===== src/rtl/i2s_slave_receiver.sv =====
// I2S bit-clock slave receiver: synchronises the codec ADC pins, deserialises
// right/left slots and presents {L,R} sample pairs over a valid/ready handshake.
module i2s_slave_receiver #(
  parameter int LEADING_BITS = 1,
  parameter int DATA_BITS    = 16,
  parameter int SYNC_STAGES  = 2
) (
  input  logic                 clk,
  input  logic                 rst_n,
  input  logic                 codec_aud_bclk_i,
  input  logic                 codec_aud_adclrck_i,
  input  logic                 codec_aud_adcdat_i,
  input  logic                 rx_enable_i,
  output logic [DATA_BITS-1:0] rx_sample_data_L_o,
  output logic [DATA_BITS-1:0] rx_sample_data_R_o,
  output logic                 rx_valid_o,
  input  logic                 rx_ready_i,
  output logic                 rx_overflow_o,
  output logic                 rx_frame_err_o,
  input  logic                 rx_err_clear_i
);

  localparam int CNT_W = $clog2(LEADING_BITS + DATA_BITS + 1);
  localparam logic [CNT_W-1:0] CNT_MAX    = '1;
  localparam logic [CNT_W-1:0] FIRST_TICK = CNT_W'(LEADING_BITS);
  localparam logic [CNT_W-1:0] LSB_TICK   = CNT_W'(LEADING_BITS + DATA_BITS - 1);

  typedef enum logic [1:0] {
    ST_IDLE,
    ST_ALIGN,
    ST_RECEIVE
  } state_t;

  state_t state_reg, state_next;

  logic [SYNC_STAGES-1:0] bclk_sync_reg;
  logic [SYNC_STAGES-1:0] lrck_sync_reg;
  logic [SYNC_STAGES-1:0] dat_sync_reg;
  logic                   bclk_d_reg;
  logic                   lrck_prev_reg;
  logic [CNT_W-1:0]       cnt_reg;

  logic [DATA_BITS-1:0]   shift_reg;
  logic [DATA_BITS-1:0]   hold_r_reg;
  logic                   r_captured_reg;
  logic                   word_done_reg;
  logic                   word_lrck_reg;
  logic                   pair_done_reg;
  logic [DATA_BITS-1:0]   pair_l_reg;
  logic [DATA_BITS-1:0]   pair_r_reg;

  logic                   bclk_s;
  logic                   lrck_s;
  logic                   dat_s;
  logic                   bclk_rise;
  logic                   lrck_edge;
  logic [CNT_W-1:0]       tick_now;
  logic                   align_hit;
  logic                   slot_active;
  logic                   short_slot;
  logic                   capture;
  logic                   last_bit;
  logic                   disable_rx;
  logic [DATA_BITS-1:0]   shift_base;
  logic                   out_load;
  logic                   out_drop;

  // Metastability chains for the three asynchronous codec pins
  always_ff @(posedge clk or negedge rst_n) begin
    if (!rst_n) begin
      bclk_sync_reg <= '0;
      lrck_sync_reg <= '0;
      dat_sync_reg  <= '0;
      bclk_d_reg    <= 1'b0;
    end else begin
      bclk_sync_reg <= {bclk_sync_reg[SYNC_STAGES-2:0], codec_aud_bclk_i};
      lrck_sync_reg <= {lrck_sync_reg[SYNC_STAGES-2:0], codec_aud_adclrck_i};
      dat_sync_reg  <= {dat_sync_reg[SYNC_STAGES-2:0], codec_aud_adcdat_i};
      bclk_d_reg    <= bclk_s;
    end
  end

  assign bclk_s    = bclk_sync_reg[SYNC_STAGES-1];
  assign lrck_s    = lrck_sync_reg[SYNC_STAGES-1];
  assign dat_s     = dat_sync_reg[SYNC_STAGES-1];
  assign bclk_rise = bclk_s & ~bclk_d_reg;
  assign lrck_edge = lrck_s ^ lrck_prev_reg;

  always_comb begin
    tick_now = cnt_reg;
    if (lrck_edge) begin
      tick_now = '0;
    end else if (cnt_reg != CNT_MAX) begin
      tick_now = cnt_reg + CNT_W'(1);
    end
  end

  // The falling LRCK boundary that ends alignment is already tick 0 of a live right slot
  assign align_hit   = (state_reg == ST_ALIGN) && rx_enable_i && bclk_rise && lrck_edge && !lrck_s;
  assign slot_active = bclk_rise && rx_enable_i && ((state_reg == ST_RECEIVE) || align_hit);
  assign short_slot  = bclk_rise && rx_enable_i && (state_reg == ST_RECEIVE) && lrck_edge &&
                       (cnt_reg < LSB_TICK);
  assign capture     = slot_active && (tick_now >= FIRST_TICK) && (tick_now <= LSB_TICK);
  assign last_bit    = capture && (tick_now == LSB_TICK);
  assign disable_rx  = (state_reg == ST_RECEIVE) && !rx_enable_i;
  assign shift_base  = short_slot ? '0 : shift_reg;

  always_ff @(posedge clk or negedge rst_n) begin
    if (!rst_n) begin
      state_reg <= ST_IDLE;
    end else begin
      state_reg <= state_next;
    end
  end

  always_comb begin
    state_next = state_reg;
    case (state_reg)
      ST_IDLE: begin
        if (rx_enable_i) state_next = ST_ALIGN;
      end
      ST_ALIGN: begin
        if (!rx_enable_i) begin
          state_next = ST_IDLE;
        end else if (align_hit) begin
          state_next = ST_RECEIVE;
        end
      end
      ST_RECEIVE: begin
        if (!rx_enable_i) state_next = ST_IDLE;
      end
      default: state_next = ST_IDLE;
    endcase
  end

  // Slot tracking runs in every state so LRCK history is current when alignment starts
  always_ff @(posedge clk or negedge rst_n) begin
    if (!rst_n) begin
      lrck_prev_reg <= 1'b0;
      cnt_reg       <= '0;
    end else if (bclk_rise) begin
      lrck_prev_reg <= lrck_s;
      cnt_reg       <= tick_now;
    end
  end

  // Three-step pipeline: shift in the LSB, then pair the words, then present them
  always_ff @(posedge clk or negedge rst_n) begin
    if (!rst_n) begin
      shift_reg      <= '0;
      hold_r_reg     <= '0;
      r_captured_reg <= 1'b0;
      word_done_reg  <= 1'b0;
      word_lrck_reg  <= 1'b0;
      pair_done_reg  <= 1'b0;
      pair_l_reg     <= '0;
      pair_r_reg     <= '0;
    end else if (disable_rx) begin
      shift_reg      <= '0;
      r_captured_reg <= 1'b0;
      word_done_reg  <= 1'b0;
      pair_done_reg  <= 1'b0;
    end else begin
      if (capture) begin
        shift_reg <= {shift_base[DATA_BITS-2:0], dat_s};
      end else if (short_slot) begin
        shift_reg <= '0;
      end
      word_done_reg <= last_bit;
      word_lrck_reg <= lrck_s;

      pair_done_reg <= word_done_reg && word_lrck_reg && r_captured_reg;
      if (word_done_reg && word_lrck_reg && r_captured_reg) begin
        pair_l_reg <= shift_reg;
        pair_r_reg <= hold_r_reg;
      end
      if (word_done_reg && !word_lrck_reg) begin
        hold_r_reg <= shift_reg;
      end

      if (short_slot) begin
        r_captured_reg <= 1'b0;
      end else if (word_done_reg) begin
        r_captured_reg <= !word_lrck_reg;
      end
    end
  end

  assign out_load = pair_done_reg && (!rx_valid_o || rx_ready_i);
  assign out_drop = pair_done_reg && rx_valid_o && !rx_ready_i;

  always_ff @(posedge clk or negedge rst_n) begin
    if (!rst_n) begin
      rx_sample_data_L_o <= '0;
      rx_sample_data_R_o <= '0;
      rx_valid_o         <= 1'b0;
      rx_overflow_o      <= 1'b0;
      rx_frame_err_o     <= 1'b0;
    end else begin
      if (out_load) begin
        rx_sample_data_L_o <= pair_l_reg;
        rx_sample_data_R_o <= pair_r_reg;
        rx_valid_o         <= 1'b1;
      end else if (rx_valid_o && rx_ready_i) begin
        rx_valid_o <= 1'b0;
      end
      // A set event in the clearing cycle keeps the flag up
      rx_overflow_o  <= out_drop | (rx_overflow_o & ~rx_err_clear_i);
      rx_frame_err_o <= short_slot | (rx_frame_err_o & ~rx_err_clear_i);
    end
  end

endmodule


===== config.mk =====
export PLATFORM = sky130hd
export DESIGN_NAME = i2s_slave_receiver
export DESIGN_NICKNAME = d
export VERILOG_FILES = /design/src/rtl/i2s_slave_receiver.sv
export SDC_FILE = /design/constraint.sdc
export NUM_CORES = 1
export LEC_CHECK = 0
export BUFFER_PORTS_ARGS = -buffer_cell sky130_fd_sc_hd__buf_2
export CAP_MARGIN = 10
export CORE_MARGIN = 1.5
export CORE_UTILIZATION = 30
export DETAILED_ROUTE_END_ITERATION = 6
export SLEW_MARGIN = 15
export SYNTH_ARGS = -nofsm -noshare
export SYNTH_HDL_FRONTEND = slang
export SYNTH_SLANG_ARGS = --single-unit

===== constraint.sdc =====
create_clock -name clk -period 6.2 [get_ports clk]
set_input_delay 0 -clock clk [delete_from_list [all_inputs] [get_ports clk]]
set_output_delay 0 -clock clk [all_outputs]
set_load 0.005 [all_outputs]

After elaboration in Yosys (flattened, before gate mapping). Index checks and enable logic that the tools add are counted.

Bits in registers: 118. Bits of input ports: 8.

Equal/unequal tests: 7. Bitwise logic cells: 9. Add/sub/neg operators: 1. Reduce and logical (&&, ||, !) cells: 34. Order comparisons: 3. Mux-type cells: 17.

Operator list (count): 16-bit 2-to-1 mux (3); 1-bit logical AND (20); 5-bit 2-to-1 mux (2); 2-bit 2-to-1 mux (4); 1-bit 2-to-1 mux (7); 2-bit one-hot mux with 3 select lines (1); 3-bit nonzero test (2); 5-bit by 1-bit adder with 5-bit output, second input constant (1); 5-bit equality test, second input constant (1); 5-bit by 1-bit >= comparator with 1-bit output, second input constant (1); 5-bit less-or-equal comparator, second input constant (1); 1-bit zero test (5); 5-bit < comparator, second input constant (1); 5-bit != test, second input constant (1); 2-bit != test, second input constant (2); 2-bit AND reduction (2); 1-bit bitwise AND (3); 3-bit != test, second input constant (1); 1-bit inverter (3); 3-bit AND reduction (1); 2-bit by 1-bit equality test with 1-bit output, second input constant (1); 2-bit equality test, second input constant (1); 2-bit zero test (1); 1-bit logical OR (2); other kinds (3) (4).

Depth between registers and ports, before layout. Gate-level depths: netlist of run 1.

Depth in word-level cells: 11. Mapped depth: 7. Gate-level depth less buffers: 6.

Least setup slack after synthesis of run 1. OpenSTA, ideal clock, no wires.

Path kind: register -> register. Start point: reg cnt_reg[0]. End point: reg shift_reg[10]. Slack: 4.136 ns. Arrival: 1.985 ns. Stages on the path, launching flop included: 8. Period minus slack after synthesis: 2.064 ns. Cells stage by stage: dfrtp_1 ha_1 a21boi_1 a41oi_2 o311a_1 nor2_4 buf_12 mux2i_1.

Longest elaborated chain between the ends: 8. Elaborated cells between the ends (all ways): 13. Classes of those cells: add/sub (1); order compare (3); eq/ne (1); mux (5); reduce/logical (3).

Ends and longest elaborated chain: start, declared (RTL line 41) `logic [CNT_W-1:0] cnt_reg;`; start signal, assigned (RTL line 143) `cnt_reg <= tick_now;`; 5-bit by 1-bit adder with 5-bit output or 5-bit != test (tied branches) (RTL line 94, 93); 5-bit 2-to-1 mux (RTL line 93) `end else if (cnt_reg != CNT_MAX) begin`; 5-bit 2-to-1 mux (RTL line 91) `if (lrck_edge) begin`; 5-bit by 1-bit >= comparator with 1-bit output (RTL line 103) `assign capture = slot_active && (tick_now >= FIRST_TICK) && (tick_now <= LSB_TICK);`; 1-bit logical AND (2 in a row) (RTL line 103); 16-bit 2-to-1 mux * (RTL line 164) `if (capture) begin`; 16-bit 2-to-1 mux * (RTL line 158) `end else if (disable_rx) begin`; end signal, assigned (RTL line 165) `shift_reg <= {shift_base[DATA_BITS-2:0], dat_s};`; end, declared (RTL line 43) `logic [DATA_BITS-1:0] shift_reg;`.

Mark *: on every way between the ends. The rest lies on a longest branch, timed or not. The select of a mux whose other input is x is not followed. A chain may end at the register's enable or synchronous reset.

Worst setup path in the final report of run 1.
Start point: reg cnt_reg[0]. End point: reg shift_reg[15].

Longest elaborated chain between the ends: 8. Elaborated cells between the ends (all ways): 14. Classes of those cells: add/sub (1); order compare (3); eq/ne (1); mux (5); reduce/logical (4).

Ends and longest elaborated chain (RTL line): 5-bit by 1-bit adder with 5-bit output or 5-bit != test (tied branches) (94, 93); 5-bit 2-to-1 mux (93); 5-bit 2-to-1 mux (91); 5-bit by 1-bit >= comparator with 1-bit output (103); 1-bit logical AND (2 in a row) (103); 16-bit 2-to-1 mux (164); 16-bit 2-to-1 mux (158).

Parallel ways exist; a longest one is shown, timed or not. The select of a mux whose other input is x is not followed.

==> impl_metrics.json, run 1 <==
{
  "status": "complete, no violations",
  "dpl_worst_slack_ns": 3.837,
  "core_sq_mm": 0.01470,
  "slew_headroom": 0.3964,
  "cts.sinks": 118,
  "synthSimpleGateAreaFrac": 0.05989,
  "syn-cell-area_sq_mm": 0.004554,
  "ios": 43,
  "clockRootBuffer": "clkbuf_16",
  "final_util": 0.3834,
  "ys_dominant_reg_cell": "dfrtp_1",
  "crit_path_top_delay_cell": "nor2_4",
  "wl_um": 8250,
  "synth_warnings": 0,
  "period_needed_ns": 2.397,
  "yosysTopAreaCell": "dfrtp_1",
  "final.setup.tns_ns": 0,
  "grt_usage": 0.1178,
  "arrival_ns": 2.72,
  "drc": 0,
  "tightest_slew_ns": 0.9054,
  "ir_worst_vdd_mv": 0.1986,
  "ys_seq_area_frac": 0.6484,
  "die_h_um": 126.2,
  "final_cells": 562,
  "synth_compound_area_frac": 0.03022,
  "crit_chain": "ha_1, a21boi_1, a41oi_2, o311a_1, nor2_4, mux2i_1",
  "final_nets": 375,
  "drt_iter0_markers": 134,
  "p_leak_nw": 2.935,
  "portBuffers": 42,
  "finalCritPeriodShare": 0.3866,
  "die_w_um": 126.2,
  "ys_seq_elements": 118,
  "fin_ws_ns": 3.803,
  "grt_pass1_vias": 2861,
  "wl_per_cell_um": 14.68,
  "fillers": 1396,
  "cp_max_fo": 16,
  "h-tree-depth": 4,
  "grt_max_degree": 75,
  "initial_core_util": 0.3098,
  "area_delta_synth_final_pct": 23.74,
  "dp_cells": 523,
  "row_count": 44,
  "grt_pass1_wl_um": 14460,
  "drt_pass1_iterations": 4,
  "netlist_instances": 304,
  "muxShareOfSynthArea": 0.2354,
  "hold_violations": 0,
  "drv_slew": 0,
  "hp-class": "input port to asynchronous set/reset pin",
  "start_kind": "register",
  "viasPerCell": 4.635,
  "cts_resized": 0,
  "async_flop_share": 1.000,
  "clk_pin_slew_ns": 0.05,
  "critPathKind": "register to register",
  "layout-drive-gt1-share": 0.4339,
  "end_kind": "register",
  "synth_xor_xnor_area_share": 0.005495,
  "cts_tree": "built",
  "numCtsBuffers": 17,
  "grt-ovfl-total": 0,
  "synth_top_family_by_area": "multiplexers",
  "setup_viol": 0,
  "synth_fa_ha_area_frac": 0.002747,
  "powerDensity_mw_per_mm2": 322.0,
  "finClkSkew_ns": 0.009093,
  "drv_cap": 0,
  "dieArea_sq_mm": 0.01593,
  "rsz0062_at_grt": "no",
  "postRouteAntennaNets": 0,
  "antenna_found_initial": 0,
  "avgSynthCellArea_sq_um": 14.98,
  "diodes": 0,
  "cp.required_ns": 6.52,
  "fmax_mhz": 417.2,
  "clk_latency_ns": 0.41,
  "hpwl_um": 5237,
  "yosysUniqueCellTypes": 39,
  "cts_buffer_depth": 2,
  "num_vias": 2605,
  "synth_edf_count": 0,
  "max_stage_delay_ns": 0.50,
  "syn_nets": 313,
  "synth_top_area_frac": 0.6484,
  "gp_congestion": 0.6737,
  "yosys-top-cells-area": "dfrtp_1 65%, mux2_2 20%, mux2i_1 3.5%"
}
## metrics by stage
step	power, W	cell area, sq um	hold slack, ns
after detailed placement	0.0008566	4960	0.05596
after floorplan	0.0008299	4554	-0.2956
after global placement	0.0008517	4960	0.04811
final	0.001815	5635	0.1449
after CTS	0.001839	5635	0.1596
after global routing	0.001887	5635	0.1897
## where the power goes
group | leakage, nW | internal, W | switching (W)
Combinational | 1.03 | 0.0000189 | 0.0000344
Sequential | 1.62 | 0.000781 | 0.0000121
Clock | 0.288 | 0.000641 | 0.000327
## cells in the final DEF (no fill, tap or decap), types with 2 or more instances in the layout
cell | Yosys | routed
mux2i_1 | 16 | 16
bufinv_16 | 0 | 2
nand3_1 | 2 | 2
inv_1 | 3 | 3
a31oi_1 | 2 | 2
buf_4 | 0 | 5
clkbuf_1 | 5 | 2
buf_2 | 0 | 41
nand2_1 | 26 | 26
clkbuf_16 | 0 | 17
nand2b_1 | 6 | 6
dfrtp_1 | 118 | 118
nor2_1 | 8 | 7
nor3_1 | 2 | 2
clkinvlp_4 | 0 | 2
clkbuf_8 | 0 | 5
clkinv_2 | 0 | 2
a21oi_1 | 4 | 4
dlygate4sd3_1 | 0 | 8
o21ai_0 | 3 | 3
mux2_2 | 81 | 81
## layout make-up
class | instances | area, sq um | share of cell area
timing repair buffer | 54 | 322.8 | 0.05728
tap | 184 | 230.2 | 0.04085
clock inverter | 7 | 93.84 | 0.01665
inverter | 3 | 11.26 | 0.001998
clock buffer | 24 | 501.7 | 0.08903
multi-input combinational | 172 | 1523 | 0.2702
sequential | 118 | 2953 | 0.5240
## repair_timing
item / CTS / global route
hold endpoints to repair: 53 / 0
setup buffers: 0 / 0
hold buffers: 8 / 0
## worst max-delay path: cells and delay by family, from the launching register on
kind / cells / cell delay, ns
flops: 1 / 0.44
compound gates: 3 / 0.82
fa+ha+maj: 1 / 0.29
mux: 1 / 0.26
simple gates: 1 / 0.50
## cells by family (layout without fill, tap and decap cells)
family,Yosys count,in the layout
xor+xnor,2,2
buf+inv,14,88
compound gates,19,19
mux,97,97
simple gates,53,53
fa+ha+maj,1,1
flops,118,118
## metal layers
layer | global-route usage | routed length (um)
met1 | 0.1470 | 3862
met2 | 0.1794 | 3825
met3 | 0.04673 | 410
met4 | 0.05544 | 151
met5 | 0 | 0
## synth_stat cells, types with 2 or more instances
cell and number:
a21oi_1 4, a31oi_1 2, buf_1 3, clkbuf_1 5
dfrtp_1 118, inv_1 3, mux2_2 81, mux2i_1 16
nand2_1 26, nand2b_1 6, nand3_1 2, nor2_1 8
nor3_1 2, o21ai_0 3
## final timing paths
| path | depth (start not counted) | startpoint | slack, ns | endpoint |
|---|---|---|---|---|
| max | 6 | cnt_reg[0] | 3.80 | shift_reg[15] |
| min | 2 | rst_n | 0.14 | cnt_reg[2] |
| max reg2reg | 6 | cnt_reg[0] | 3.80 | shift_reg[15] |
| min reg2reg | 0 | dat_sync_reg[0] | 0.35 | dat_sync_reg[1] |
| max in group asynchronous | 3 | rst_n | 4.72 | hold_r_reg[1] |
| min in group clk | 2 | codec_aud_bclk_i | 0.23 | bclk_sync_reg[0] |
(Power assumes the default switching activity.)
==> run 2: changes to the inputs <==
- clock period: 6.2 -> 2.5 ns (I/O delays scaled with it)
==> run 2 against run 1 <==
Against the previous run:
- first-iteration DRC count decreased by 12%
- sequential power increased by 150%
- global-route usage decreased by 0.48 points
- worst hold slack got worse by 0.068 ns
- worst setup slack got worse by 3.5 ns
- largest cell class unchanged
- highest routed layer unchanged
==> impl_metrics.json, run 2 (synthesized netlist as in run 1, its figures left out) <==
{
  "cts_resized": 0,
  "portBuffers": 42,
  "ios": 43,
  "final.setup.tns_ns": 0,
  "holdBufCountCts": 8,
  "grt_max_degree": 90,
  "die_w_um": 126.2,
  "row_count": 44,
  "drv_cap": 0,
  "cts.sinks": 118,
  "h-tree-depth": 4,
  "post_cts_buffers": 0,
  "initial_core_util": 0.3098,
  "diodes": 0,
  "powerDensity_mw_per_mm2": 813.1,
  "cp.required_ns": 2.81,
  "viasPerCell": 4.552,
  "drt_pass1_iterations": 4,
  "drt_iter0_markers": 118,
  "status": "complete, no violations",
  "antenna_found_initial": 0,
  "area_delta_synth_final_pct": 24.97,
  "end_kind": "register",
  "drv_slew": 0,
  "finClkSkew_ns": 0.007635,
  "layout-drive-gt1-share": 0.4383,
  "fin_ws_ns": 0.2549,
  "wl_um": 8117,
  "final_cells": 565,
  "ff2ff_path_depth": 7,
  "max_stage_delay_ns": 0.44,
  "num_vias": 2572,
  "die_h_um": 126.2,
  "r2r_setup_slack_ns": 0.25,
  "worst_r2r_endpoint": "shift_reg[11]",
  "cp_max_fo": 16,
  "core_sq_mm": 0.01470,
  "clk_pin_slew_ns": 0.05,
  "final_common_cell": "dfrtp_1",
  "dpl_worst_slack_ns": 0.2846,
  "hold_violations": 0,
  "total_power_w": 0.004628,
  "grt_pass1_vias": 2739,
  "drc": 0,
  "crit_path_top_delay_cell": "dfrtp_1",
  "grt-ovfl-total": 0,
  "crit_chain": "ha_1, a21boi_1, a41oi_2, o311a_1, nor2_4, buf_4, mux2i_1",
  "hpwl_um": 5161,
  "fmax_mhz": 445.4,
  "p_leak_nw": 2.953,
  "wl_per_cell_um": 14.37,
  "fin_area_sq_mm": 0.005692,
  "grt_usage": 0.1130,
  "clk_latency_ns": 0.40,
  "most-common-layout-cells": "118 x dfrtp_1, 81 x mux2_2, 41 x buf_2",
  "setup_viol": 0,
  "hp-class": "input port to asynchronous set/reset pin",
  "numCtsBuffers": 17,
  "start_kind": "register",
  "gp_congestion": 0.6558,
  "ir_worst_vdd_mv": 0.4108,
  "slew_headroom": 0.6169,
  "cts_tree": "built",
  "dp_cells": 525,
  "cts_buffer_depth": 2,
  "tightest_slew_ns": 0.5732,
  "placed_area_sq_mm": 0.004987,
  "final_nets": 377,
  "critPathKind": "register to register",
  "period_needed_ns": 2.245,
  "r2r_start": "cnt_reg[0]",
  "clockRootBuffer": "clkbuf_16",
  "dieArea_sq_mm": 0.01593,
  "postRouteAntennaNets": 0,
  "grt_pass1_wl_um": 14120,
  "finalCritPeriodShare": 0.8980,
  "rsz0062_at_grt": "no",
  "arrival_ns": 2.56
}
run 2: cell count changes in the layout (fill, tap and decap cells not counted), sizes merged:
cell and change:
clkinvlp +2, bufinv +2, clkinv +1, clkbuf -4
buf +2
run 2: final cells by class:
cell class	count	area (sq um)
Fill cell	1391	9007
Clock inverter	12	177.7
Inverter	3	11.26
Timing Repair Buffer	56	350.3
Multi-Input combinational cell	172	1523
Sequential cell	118	2953
Tap cell	184	230.2
Clock buffer	20	446.7
run 2: worst max path at each step:
| stage | cells past startpoint | slack [ns] | endpoint | from |
|---|---|---|---|---|
| 3_5_place_dp | 7 | 0.28 | shift_reg[12] | cnt_reg[0] |
| 3_3_place_gp | 7 | 0.41 | shift_reg[7] | cnt_reg[0] |
| 4_1_cts | 7 | 0.26 | shift_reg[11] | cnt_reg[0] |
| 6_report | 7 | 0.25 | shift_reg[11] | cnt_reg[0] |
| 2_1_floorplan | 7 | 0.44 | shift_reg[10] | cnt_reg[0] |
| 5_1_grt | 7 | 0.12 | shift_reg[12] | cnt_reg[0] |
run 2: critical path, delay by kind of cell (launching register included):
kind            cells  cell delay, ns
compound gates      3            0.82
mux                 1            0.24
fa+ha+maj           1            0.28
simple gates        1            0.10
buf+inv             1            0.28
flops               1            0.44
run 2: routing by layer:
| metal | vias to the layer above | part of all wire | track usage |
|---|---|---|---|
| li1 | 1204 | - | - |
| met1 | 1322 | 0.48 | 0.1449 |
| met2 | 40 | 0.47 | 0.1736 |
| met3 | 6 | 0.041 | 0.04333 |
| met4 | 0 | 0.0078 | 0.04260 |
| met5 | - | 0 | 0 |
run 2: per-stage QoR:
| step | util | hold WS, ns |
|---|---|---|
| 2_1_floorplan | - | -0.2956 |
| 3_3_place_gp | 0.3393 | -0.04081 |
| 3_5_place_dp | 0.3393 | -0.04090 |
| 4_1_cts | 0.3872 | 0.08538 |
| 5_1_grt | 0.3872 | 0.09842 |
| 6_report | 0.3872 | 0.07697 |
run 2: power by group:
part	switching, W	internal [W]
registers	0.0000284	0.00194
logic	0.0000840	0.0000482
clock network	0.000838	0.00169
total	0.000951	0.00368
